**src/rtl/gpio_in_debounce.sv**
```systemverilog
// gpio_in_debounce: conditions raw board switch/button pins for the general-purpose input bus.
// Each bit goes through a 2-flop synchroniser, then a consecutive-stable-cycle debounce counter,
// then registered one-cycle rise/fall pulse generation.
//
// Ports:
//   clk_sys_i  system clock
//   rst_sys_i  synchronous active-high reset
//   pin_i      raw asynchronous board inputs
//   gp_o       debounced level per bit
//   rise_o     one-cycle pulse on an accepted 0->1 change
//   fall_o     one-cycle pulse on an accepted 1->0 change
module gpio_in_debounce #(
  parameter int unsigned Width          = 5,
  parameter int unsigned DebounceCycles = 50000,
  localparam int unsigned CntWidth      = $clog2(DebounceCycles + 1)
) (
  input  logic             clk_sys_i,
  input  logic             rst_sys_i,
  input  logic [Width-1:0] pin_i,
  output logic [Width-1:0] gp_o,
  output logic [Width-1:0] rise_o,
  output logic [Width-1:0] fall_o
);

  if (DebounceCycles == 0) begin : gen_bad_debounce
    $error("gpio_in_debounce: DebounceCycles must be at least 1");
  end

  localparam logic [CntWidth-1:0] CntMax = CntWidth'(DebounceCycles - 1);

  logic [Width-1:0]    sync1_q, sync2_q;
  logic [Width-1:0]    gp_q, gp_d;
  logic [Width-1:0]    rise_q, rise_d;
  logic [Width-1:0]    fall_q, fall_d;
  logic [CntWidth-1:0] cnt_q [Width];
  logic [CntWidth-1:0] cnt_d [Width];

  // Counter only runs while the synchronised level disagrees with the accepted level, so any
  // return to the accepted level restarts the count (consecutive-only, never cumulative).
  always_comb begin
    gp_d   = gp_q;
    rise_d = '0;
    fall_d = '0;
    for (int i = 0; i < Width; i++) begin
      cnt_d[i] = cnt_q[i];
      if (sync2_q[i] == gp_q[i]) begin
        cnt_d[i] = '0;
      end else if (cnt_q[i] == CntMax) begin
        cnt_d[i]  = '0;
        gp_d[i]   = sync2_q[i];
        rise_d[i] = sync2_q[i];
        fall_d[i] = ~sync2_q[i];
      end else begin
        cnt_d[i] = cnt_q[i] + CntWidth'(1);
      end
    end
  end

  always_ff @(posedge clk_sys_i) begin
    if (rst_sys_i) begin
      sync1_q <= '0;
      sync2_q <= '0;
      gp_q    <= '0;
      rise_q  <= '0;
      fall_q  <= '0;
      for (int i = 0; i < Width; i++) begin
        cnt_q[i] <= '0;
      end
    end else begin
      sync1_q <= pin_i;
      sync2_q <= sync1_q;
      gp_q    <= gp_d;
      rise_q  <= rise_d;
      fall_q  <= fall_d;
      for (int i = 0; i < Width; i++) begin
        cnt_q[i] <= cnt_d[i];
      end
    end
  end

  assign gp_o   = gp_q;
  assign rise_o = rise_q;
  assign fall_o = fall_q;

endmodule

```
**config.mk**
```make
export PLATFORM = sky130hd
export DESIGN_NAME = gpio_in_debounce
export DESIGN_NICKNAME = d
export VERILOG_FILES = /design/src/rtl/gpio_in_debounce.sv
export SDC_FILE = /design/constraint.sdc
export NUM_CORES = 1
export LEC_CHECK = 0
export CAP_MARGIN = 20
export CORE_MARGIN = 2
export CORE_UTILIZATION = 55
export CTS_CLUSTER_SIZE = 25
export DETAILED_ROUTE_END_ITERATION = 12
export DONT_BUFFER_PORTS = 1
export PLACE_DENSITY = 0.82
export SKIP_CTS_REPAIR_TIMING = 1
export SLEW_MARGIN = 20
export SYNTH_ARGS = -nofsm -noshare
export SYNTH_HDL_FRONTEND = slang
export SYNTH_SLANG_ARGS = --single-unit
```
**constraint.sdc**
```tcl
create_clock -name clk_sys_i -period 2 [get_ports clk_sys_i]
set_input_delay 0.2 -clock clk_sys_i [delete_from_list [all_inputs] [get_ports clk_sys_i]]
set_output_delay 0.2 -clock clk_sys_i [all_outputs]
set_load 0.05 [all_outputs]
```
### Word-level counts from Yosys, hierarchy flattened

Memories as Yosys holds them, arrays and structs flattened.
Cells that the tools add are included.

| storage, ports and cells | value |
|---|---|
| register bits | 25 |
| RAM bits | 80 |
| input bits | 7 |
| word-level logic and storage cells | 81 |
| memories | 1 |

Memory list:

| memory | depth | bits a word | rd ports | clocked after memory_dff | write ports | RTL line | source |
|---|---|---|---|---|---|---|---|
| cnt_q | 5 | 16 | 5 | 0 | 5 | 35 | `logic [CntWidth-1:0] cnt_q [Width];` |

| operators by class | value |
|---|---|
| add/subtract/negate cells | 5 |
| eq/ne operators | 10 |
| multiplexer cells | 18 |
| bitwise gates (word level) | 20 |
| reductions and logical operators | 10 |

Operators by type and width:

| cell | number |
|---|---|
| two-way mux 16 bit | 15 |
| adder 16 x 1 -> 16 bit, second input constant | 5 |
| equality test 16 bit, second input constant | 5 |
| NOT 1 bit | 15 |
| OR reduction 3 bit | 5 |
| AND reduction 2 bit | 5 |
| equality test 1 bit | 5 |
| bitwise OR 1 bit | 5 |
| two-way mux 1 bit | 3 |

### Depth between registers and ports, before layout

Gate-level depths: netlist of the first run.

| depth | value |
|---|---|
| depth in word-level cells | 4 |
| depth in mapped cells | 7 |
| gate-level depth less buffers | 5 |

### Worst setup path after synthesis of the first run

OpenSTA, ideal clock, no wires.

| timing | value |
|---|---|
| path kind | register to register |
| from | memory cnt_q[0][36] in the netlist's numbering |
| to | memory cnt_q[0][46] in the netlist's numbering |
| arrival time | 1698 ps |
| slack | 188 ps |
| stages on the path, launching flop included | 7 |
| buffers on the path | 2 |
| period minus slack after synthesis | 1812 ps |
| cells stage by stage | dfxtp_1 -> or4_1 -> or4_1 -> buf_2 -> nand2_4 -> buf_8 -> nor2_1 |

RTL lines:

| what | RTL line |
|---|---|
| from (decl) | 35 |

==> results of run 1 <==
state kept, by name, summed over array words and instances, names as in the netlist:
| register | count |
|---|---|
| sync2_q | 5 |
| sync1_q | 5 |
| rise_o | 5 |
| gp_o | 5 |
| cnt_q | 80 |
| fall_o | 5 |
cells in the mapped netlist, drive strengths merged:
library cell	instances	area share
a21oi	4	0.0046
and2	1	0.0015
and3	5	0.0073
and3b	4	0.0081
buf	7	0.011
clkbuf	4	0.0035
dfxtp	105	0.49
ha	5	0.015
inv	15	0.013
mux2i	5	0.012
nand2	20	0.019
nand2b	2	0.0029
nand3	22	0.026
nand4	19	0.028
nand4b	4	0.0081
nor2	92	0.080
nor2b	12	0.017
nor3	22	0.026
nor4	20	0.032
nor4b	6	0.012
nor4bb	4	0.0093
o21ai	1	0.0012
o31ai	2	0.0035
or2	1	0.0015
or3	5	0.0073
or4	6	0.010
or4bb	3	0.0078
xnor2	63	0.13
xor2	8	0.016
routing by layer:
metal	wire, um	GRT usage
met1	3470	0.227
met2	3930	0.332
met3	319	0.0594
met4	121	0.0597
met5	0	0
worst min path at each step:
stage / cells after the start / to / startpoint / slack, ns
after global placement: 1 / gp_o[1] / rst_sys_i / 0.28
after floorplan: 1 / sync1_q[0] / pin_i[0] / 0.33
final: 1 / sync1_q[2] / pin_i[2] / 0.03
after CTS: 1 / sync2_q[1] / rst_sys_i / -0.11
after detailed placement: 1 / sync2_q[1] / rst_sys_i / 0.28
after global routing: 1 / sync1_q[2] / pin_i[2] / 0.002
cell families (layout without fill, tap and decap cells):
family,count (synthesis),count (layout)
AOI/OAI and AO/OA,7,7
xor gates and xnor gates,71,71
adders and majority gates,5,5
buffers and inverters,26,48
DFF,105,105
muxes,5,5
and+or+nand+nor,248,248
power groups by stage:
stage / Clock (mW) / Sequential, mW / Combinational, mW
2_1_floorplan: 0 / 2.16 / 0.0342
3_3_place_gp: 0 / 2.16 / 0.0340
3_5_place_dp: 0 / 2.16 / 0.0353
4_1_cts: 1.20 / 2.11 / 0.0354
5_1_grt: 1.29 / 2.11 / 0.0548
6_report: 1.16 / 2.11 / 0.0491
final cells by class:
cell class	count	area [um2]	share of cell area
Clock buffer	12	145	0.0308
Clock inverter	4	28.8	0.00611
Tap cell	102	128	0.0271
Sequential cell	105	2100	0.446
Inverter	15	56.3	0.0120
Multi-Input combinational cell	336	2080	0.442
Timing Repair Buffer	17	165	0.0351
through the flow:
stage | instance area, um2 | cells | util
3_3_place_gp | 4480 | 570 | 0.586
6_report | 4710 | 591 | 0.616
5_1_grt | 4710 | 591 | 0.616
2_1_floorplan | 4310 | 467 | -
3_5_place_dp | 4480 | 570 | 0.586
4_1_cts | 4660 | 586 | 0.609
==> results.sh, run 1 <==
export IMPL_status="complete, no violations"
export IMPL_crit_required_ns=2.25
export IMPL_area_growth_pct=9.36
export IMPL_slowest_stage="or4_1"
export IMPL_grt_pass1_wl_um=13200
export IMPL_synth_compound_area_share=0.00930
export IMPL_die_area_um2=8550
export IMPL_core_rowCount=32
export IMPL_internal_power_mw=2.61
export IMPL_cp_num_cells=4
export IMPL_r2r_slack_ns=0.07
export IMPL_fin_crit_sh=0.965
export IMPL_dr_pass1_iters=5
export IMPL_die_x_um=92.5
export IMPL_synth_xor_area_share=0.144
export IMPL_grt_setup_unrepaired="no"
export IMPL_cp_slowest_stage_delay_ns=0.65
export IMPL_endpoint_kind="flop"
export IMPL_max_freq_ghz=0.518
export IMPL_routed_wirelength_um=7840
export IMPL_p_comb_frac=0.015
export IMPL_yosys_warnings=0
export IMPL_swShare=0.214
export IMPL_crit_type="flop to flop"
export IMPL_r2r_start="cnt_q[0][36]"
export IMPL_path_cells="or4_1 > or4_1 > nand2_4 > nor2_1"
export IMPL_cp_endpoint="cnt_q[0][42]"
export IMPL_cp_startpoint="cnt_q[0][36]"
export IMPL_grt_overflow_total=0
export IMPL_ys_seq_area_frac=0.488
export IMPL_start_util=0.563
export IMPL_crit_path_start_kind="flop"
export IMPL_fin_nets=496
export IMPL_clk_pin_slew_ns=0.09
export IMPL_ioPinCount=22
export IMPL_cts_sinks=105
export IMPL_place_ws_ns=0.0911
export IMPL_fin_crit_ns=1.93
export IMPL_n_fill_cell=632
export IMPL_synth_adder_area_share=0.0145
export IMPL_yosysUniqueCellTypes=34
export IMPL_finalSetupTns_ns=0
export IMPL_cts_tree="built"
export IMPL_setup_viol=0
export IMPL_final_common_cell="dfxtp_1"
export IMPL_postRouteAntennaNets=0
export IMPL_synthesis_nets=479
export IMPL_initialDrtViolationCount=159
export IMPL_reg2reg_to="cnt_q[0][42]"
export IMPL_antenna_found_initial=0
export IMPL_yosys_area_share_simple=0.304
export IMPL_dpl_hpwl_um=5480
export IMPL_rr_worst_depth=4
export IMPL_place_congestion=0.836
export IMPL_hold_slack_ns=0.0324
export IMPL_slew_headroom=0.426
export IMPL_hold_class="input pin to flop"
export IMPL_p_clk_frac=0.350
export IMPL_power_leakage_nw=1.40
export IMPL_power_switching_mw=0.709
export IMPL_crit_family="simple AND/OR/NAND/NOR gates"
export IMPL_peakVddDrop_v=0.000467
export IMPL_worst_pin_slew_ns=0.858
export IMPL_final_cell_mix="dfxtp_1 (105), nor2_1 (92), xnor2_1 (63)"
export IMPL_drv_cap=0
export IMPL_worstPathArrival_ns=2.18
export IMPL_tritoncts_num_buffers=9
export IMPL_drive_gt1_frac=0.0613
export IMPL_final_hold_violation_count=0
export IMPL_die_h_um=92.5
export IMPL_synth_area_per_cell_um2=9.22
export IMPL_worst_slack_ns=0.0690
export IMPL_syn_inst=467
export IMPL_cpMostUsedCell="or4_1"
export IMPL_cts_path_max_buffers=2
export IMPL_port_buffers=0
export IMPL_seq_power_share=0.635
export IMPL_cts_root_buf="clkbuf_8"
export IMPL_htreeDepth=3
export IMPL_core_area_um2=7650
export IMPL_n_antenna_cell=0
export IMPL_ys_ff_latch=105
export IMPL_powerDensity_nw_per_um2=705
export IMPL_clk_insertion_delay_late_ns=0.35
export IMPL_grt_max_degree=30
export IMPL_synth_top_family_by_area="simple AND/OR/NAND/NOR gates"
export IMPL_drc=0
export IMPL_report_final_slew_viol_count=0
export IMPL_first_global_vias=2957
export IMPL_finalClockSkew_ns=0.00736
export IMPL_viasPerCell=5.43
export IMPL_total_power_mw=3.32
export IMPL_synthMuxAreaShare=0.0116
export IMPL_wl_per_cell_um=13.3
export IMPL_path_buf_inv=0
export IMPL_num_vias=3211
export IMPL_path_max_fanout=14
export IMPL_grt_use_total=0.191
export IMPL_syn_area_um2=4310
(Power assumes the default switching activity.)
==> run 2: changes to the inputs <==
--- a/config.mk
+++ b/config.mk
@@ -8,7 +8,6 @@
 export CAP_MARGIN = 20
 export CORE_MARGIN = 2
 export CORE_UTILIZATION = 55
-export CTS_CLUSTER_SIZE = 25
 export DETAILED_ROUTE_END_ITERATION = 12
 export DONT_BUFFER_PORTS = 1
 export PLACE_DENSITY = 0.82
==> results of run 2 <==
The final DEF is identical to that of run 1; final timing and power are the same.
==> run 3: changes to the inputs <==
--- a/config.mk
+++ b/config.mk
@@ -5,11 +5,12 @@
 export SDC_FILE = /design/constraint.sdc
 export NUM_CORES = 1
 export LEC_CHECK = 0
-export CAP_MARGIN = 20
+export CAP_MARGIN = 10
 export CORE_MARGIN = 2
 export CORE_UTILIZATION = 55
 export DETAILED_ROUTE_END_ITERATION = 12
 export DONT_BUFFER_PORTS = 1
+export HOLD_SLACK_MARGIN = 0.03
 export PLACE_DENSITY = 0.82
 export SKIP_CTS_REPAIR_TIMING = 1
 export SLEW_MARGIN = 20
==> run 3 against run 2 <==
Hold slack better by 0.034 ns. Non-clock buffer count rose by 1. First-iteration DRC count down 3.8%. Worst setup slack is essentially flat. Highest routed layer unchanged.
==> results.sh, run 3 (synthesis results as in run 1) <==
export IMPL_path_buf_inv=0
export IMPL_htreeDepth=3
export IMPL_fin_nets=497
export IMPL_path_max_fanout=14
export IMPL_clk_insertion_delay_late_ns=0.35
export IMPL_drc=0
export IMPL_cts_sinks=105
export IMPL_total_power_mw=3.32
export IMPL_crit_family="simple AND/OR/NAND/NOR gates"
export IMPL_cts_path_max_buffers=2
export IMPL_grt_use_total=0.191
export IMPL_grt_overflow_total=0
export IMPL_area_growth_pct=9.59
export IMPL_grt_pass1_wl_um=13200
export IMPL_postRouteAntennaNets=0
export IMPL_final_cell_mix="dfxtp_1 (105), nor2_1 (92), xnor2_1 (63)"
export IMPL_place_congestion=0.836
export IMPL_finalSetupTns_ns=0
export IMPL_power_switching_mw=0.709
export IMPL_slowest_stage="or4_1"
export IMPL_core_area_um2=7650
export IMPL_cts_tree="built"
export IMPL_n_antenna_cell=0
export IMPL_die_h_um=92.5
export IMPL_crit_path_start_kind="flop"
export IMPL_seq_power_share=0.635
export IMPL_drive_gt1_frac=0.0612
export IMPL_start_util=0.563
export IMPL_final_common_cell="dfxtp_1"
export IMPL_core_rowCount=32
export IMPL_die_area_um2=8550
export IMPL_grt_max_degree=30
export IMPL_swShare=0.213
export IMPL_p_clk_frac=0.350
export IMPL_worst_pin_slew_ns=0.860
export IMPL_wl_per_cell_um=13.3
export IMPL_drv_cap=0
export IMPL_clk_pin_slew_ns=0.09
export IMPL_n_fill_cell=631
export IMPL_die_x_um=92.5
export IMPL_grt_setup_unrepaired="no"
export IMPL_hold_class="input pin to flop"
export IMPL_final_hold_violation_count=0
export IMPL_powerDensity_nw_per_um2=704
export IMPL_max_freq_ghz=0.518
export IMPL_antenna_found_initial=0
export IMPL_tritoncts_num_buffers=9
export IMPL_largest_reg_flops=80
export IMPL_power_leakage_nw=1.40
export IMPL_fin_util=0.617
export IMPL_p_comb_frac=0.015
export IMPL_endpoint_kind="flop"
export IMPL_finalClockSkew_ns=0.00754
export IMPL_initialDrtViolationCount=153
export IMPL_crit_type="flop to flop"
export IMPL_dr_pass1_iters=5
export IMPL_dpl_hpwl_um=5480
export IMPL_hold_slack_ns=0.0665
export IMPL_fin_crit_ns=1.93
export IMPL_first_global_vias=2957
export IMPL_viasPerCell=5.45
export IMPL_report_final_slew_viol_count=0
export IMPL_status="complete, no violations"
export IMPL_fin_crit_sh=0.965
export IMPL_ioPinCount=22
export IMPL_internal_power_mw=2.61
export IMPL_routed_wirelength_um=7870
export IMPL_peakVddDrop_v=0.000467
export IMPL_path_cells="or4_1 > or4_1 > nand2_4 > nor2_1"
export IMPL_crit_required_ns=2.25
export IMPL_num_vias=3229
export IMPL_slew_headroom=0.425
export IMPL_setup_viol=0
export IMPL_cpMostUsedCell="or4_1"
export IMPL_cts_root_buf="clkbuf_8"
export IMPL_worstPathArrival_ns=2.18
export IMPL_cp_slowest_stage_delay_ns=0.65
export IMPL_regMostFlops="cnt_q"
export IMPL_port_buffers=0
-- run 3: cell types whose count changed in the layout (fill, tap and decap cells not counted), sizes merged --
| cell | before | now |
|---|---|---|
| dlygate4sd3 | 5 | 6 |
-- run 3: cell type report --
cell class | count | area (um2) | share of cell area
clock buffer | 12 | 145 | 0.0308
multi-input combinational | 336 | 2080 | 0.442
timing repair buffer | 18 | 175 | 0.0371
clock inverter | 4 | 28.8 | 0.00610
inverter | 15 | 56.3 | 0.0119
sequential | 105 | 2100 | 0.446
tap | 102 | 128 | 0.0270
-- run 3: final timing paths --
path	from	end	slack [ns]	cells past startpoint
worst max register to register	cnt_q[0][36]	cnt_q[0][42]	0.07	4
worst min register to register	sync1_q[4]	sync2_q[4]	0.44	1
worst max-delay path	cnt_q[0][36]	cnt_q[0][42]	0.07	4
worst min-delay path	rst_sys_i	fall_o[0]	0.07	2
-- run 3: stage by stage --
stage / setup slack (ns) / cells / area, um2
2_1_floorplan: 0.188 / 467 / 4310
3_3_place_gp: 0.151 / 570 / 4480
3_5_place_dp: 0.0911 / 570 / 4480
4_1_cts: 0.0771 / 586 / 4660
5_1_grt: 0.00606 / 592 / 4720
6_report: 0.0690 / 592 / 4720
-- run 3: worst reg2reg max path: cells and delay by family (launching register included) --
kind / cells / cell delay [ns]
simple gates: 4 / 1.48
flops: 1 / 0.36
-- run 3: power by group through the flow --
stage / clock network, mW / registers (mW) / logic [mW]
6_report: 1.16 / 2.11 / 0.0507
5_1_grt: 1.29 / 2.11 / 0.0564
3_3_place_gp: 0 / 2.16 / 0.0340
3_5_place_dp: 0 / 2.16 / 0.0353
4_1_cts: 1.20 / 2.11 / 0.0354
2_1_floorplan: 0 / 2.16 / 0.0342
-- run 3: layer usage --
metal  global-route usage  wire length, um  vias to the layer above
met4               0.0597              121                        0
met5                    0                0                        -
met3               0.0594              330                       12
li1                     -                -                     1636
met2                0.332             3960                       46
met1                0.227             3460                     1535
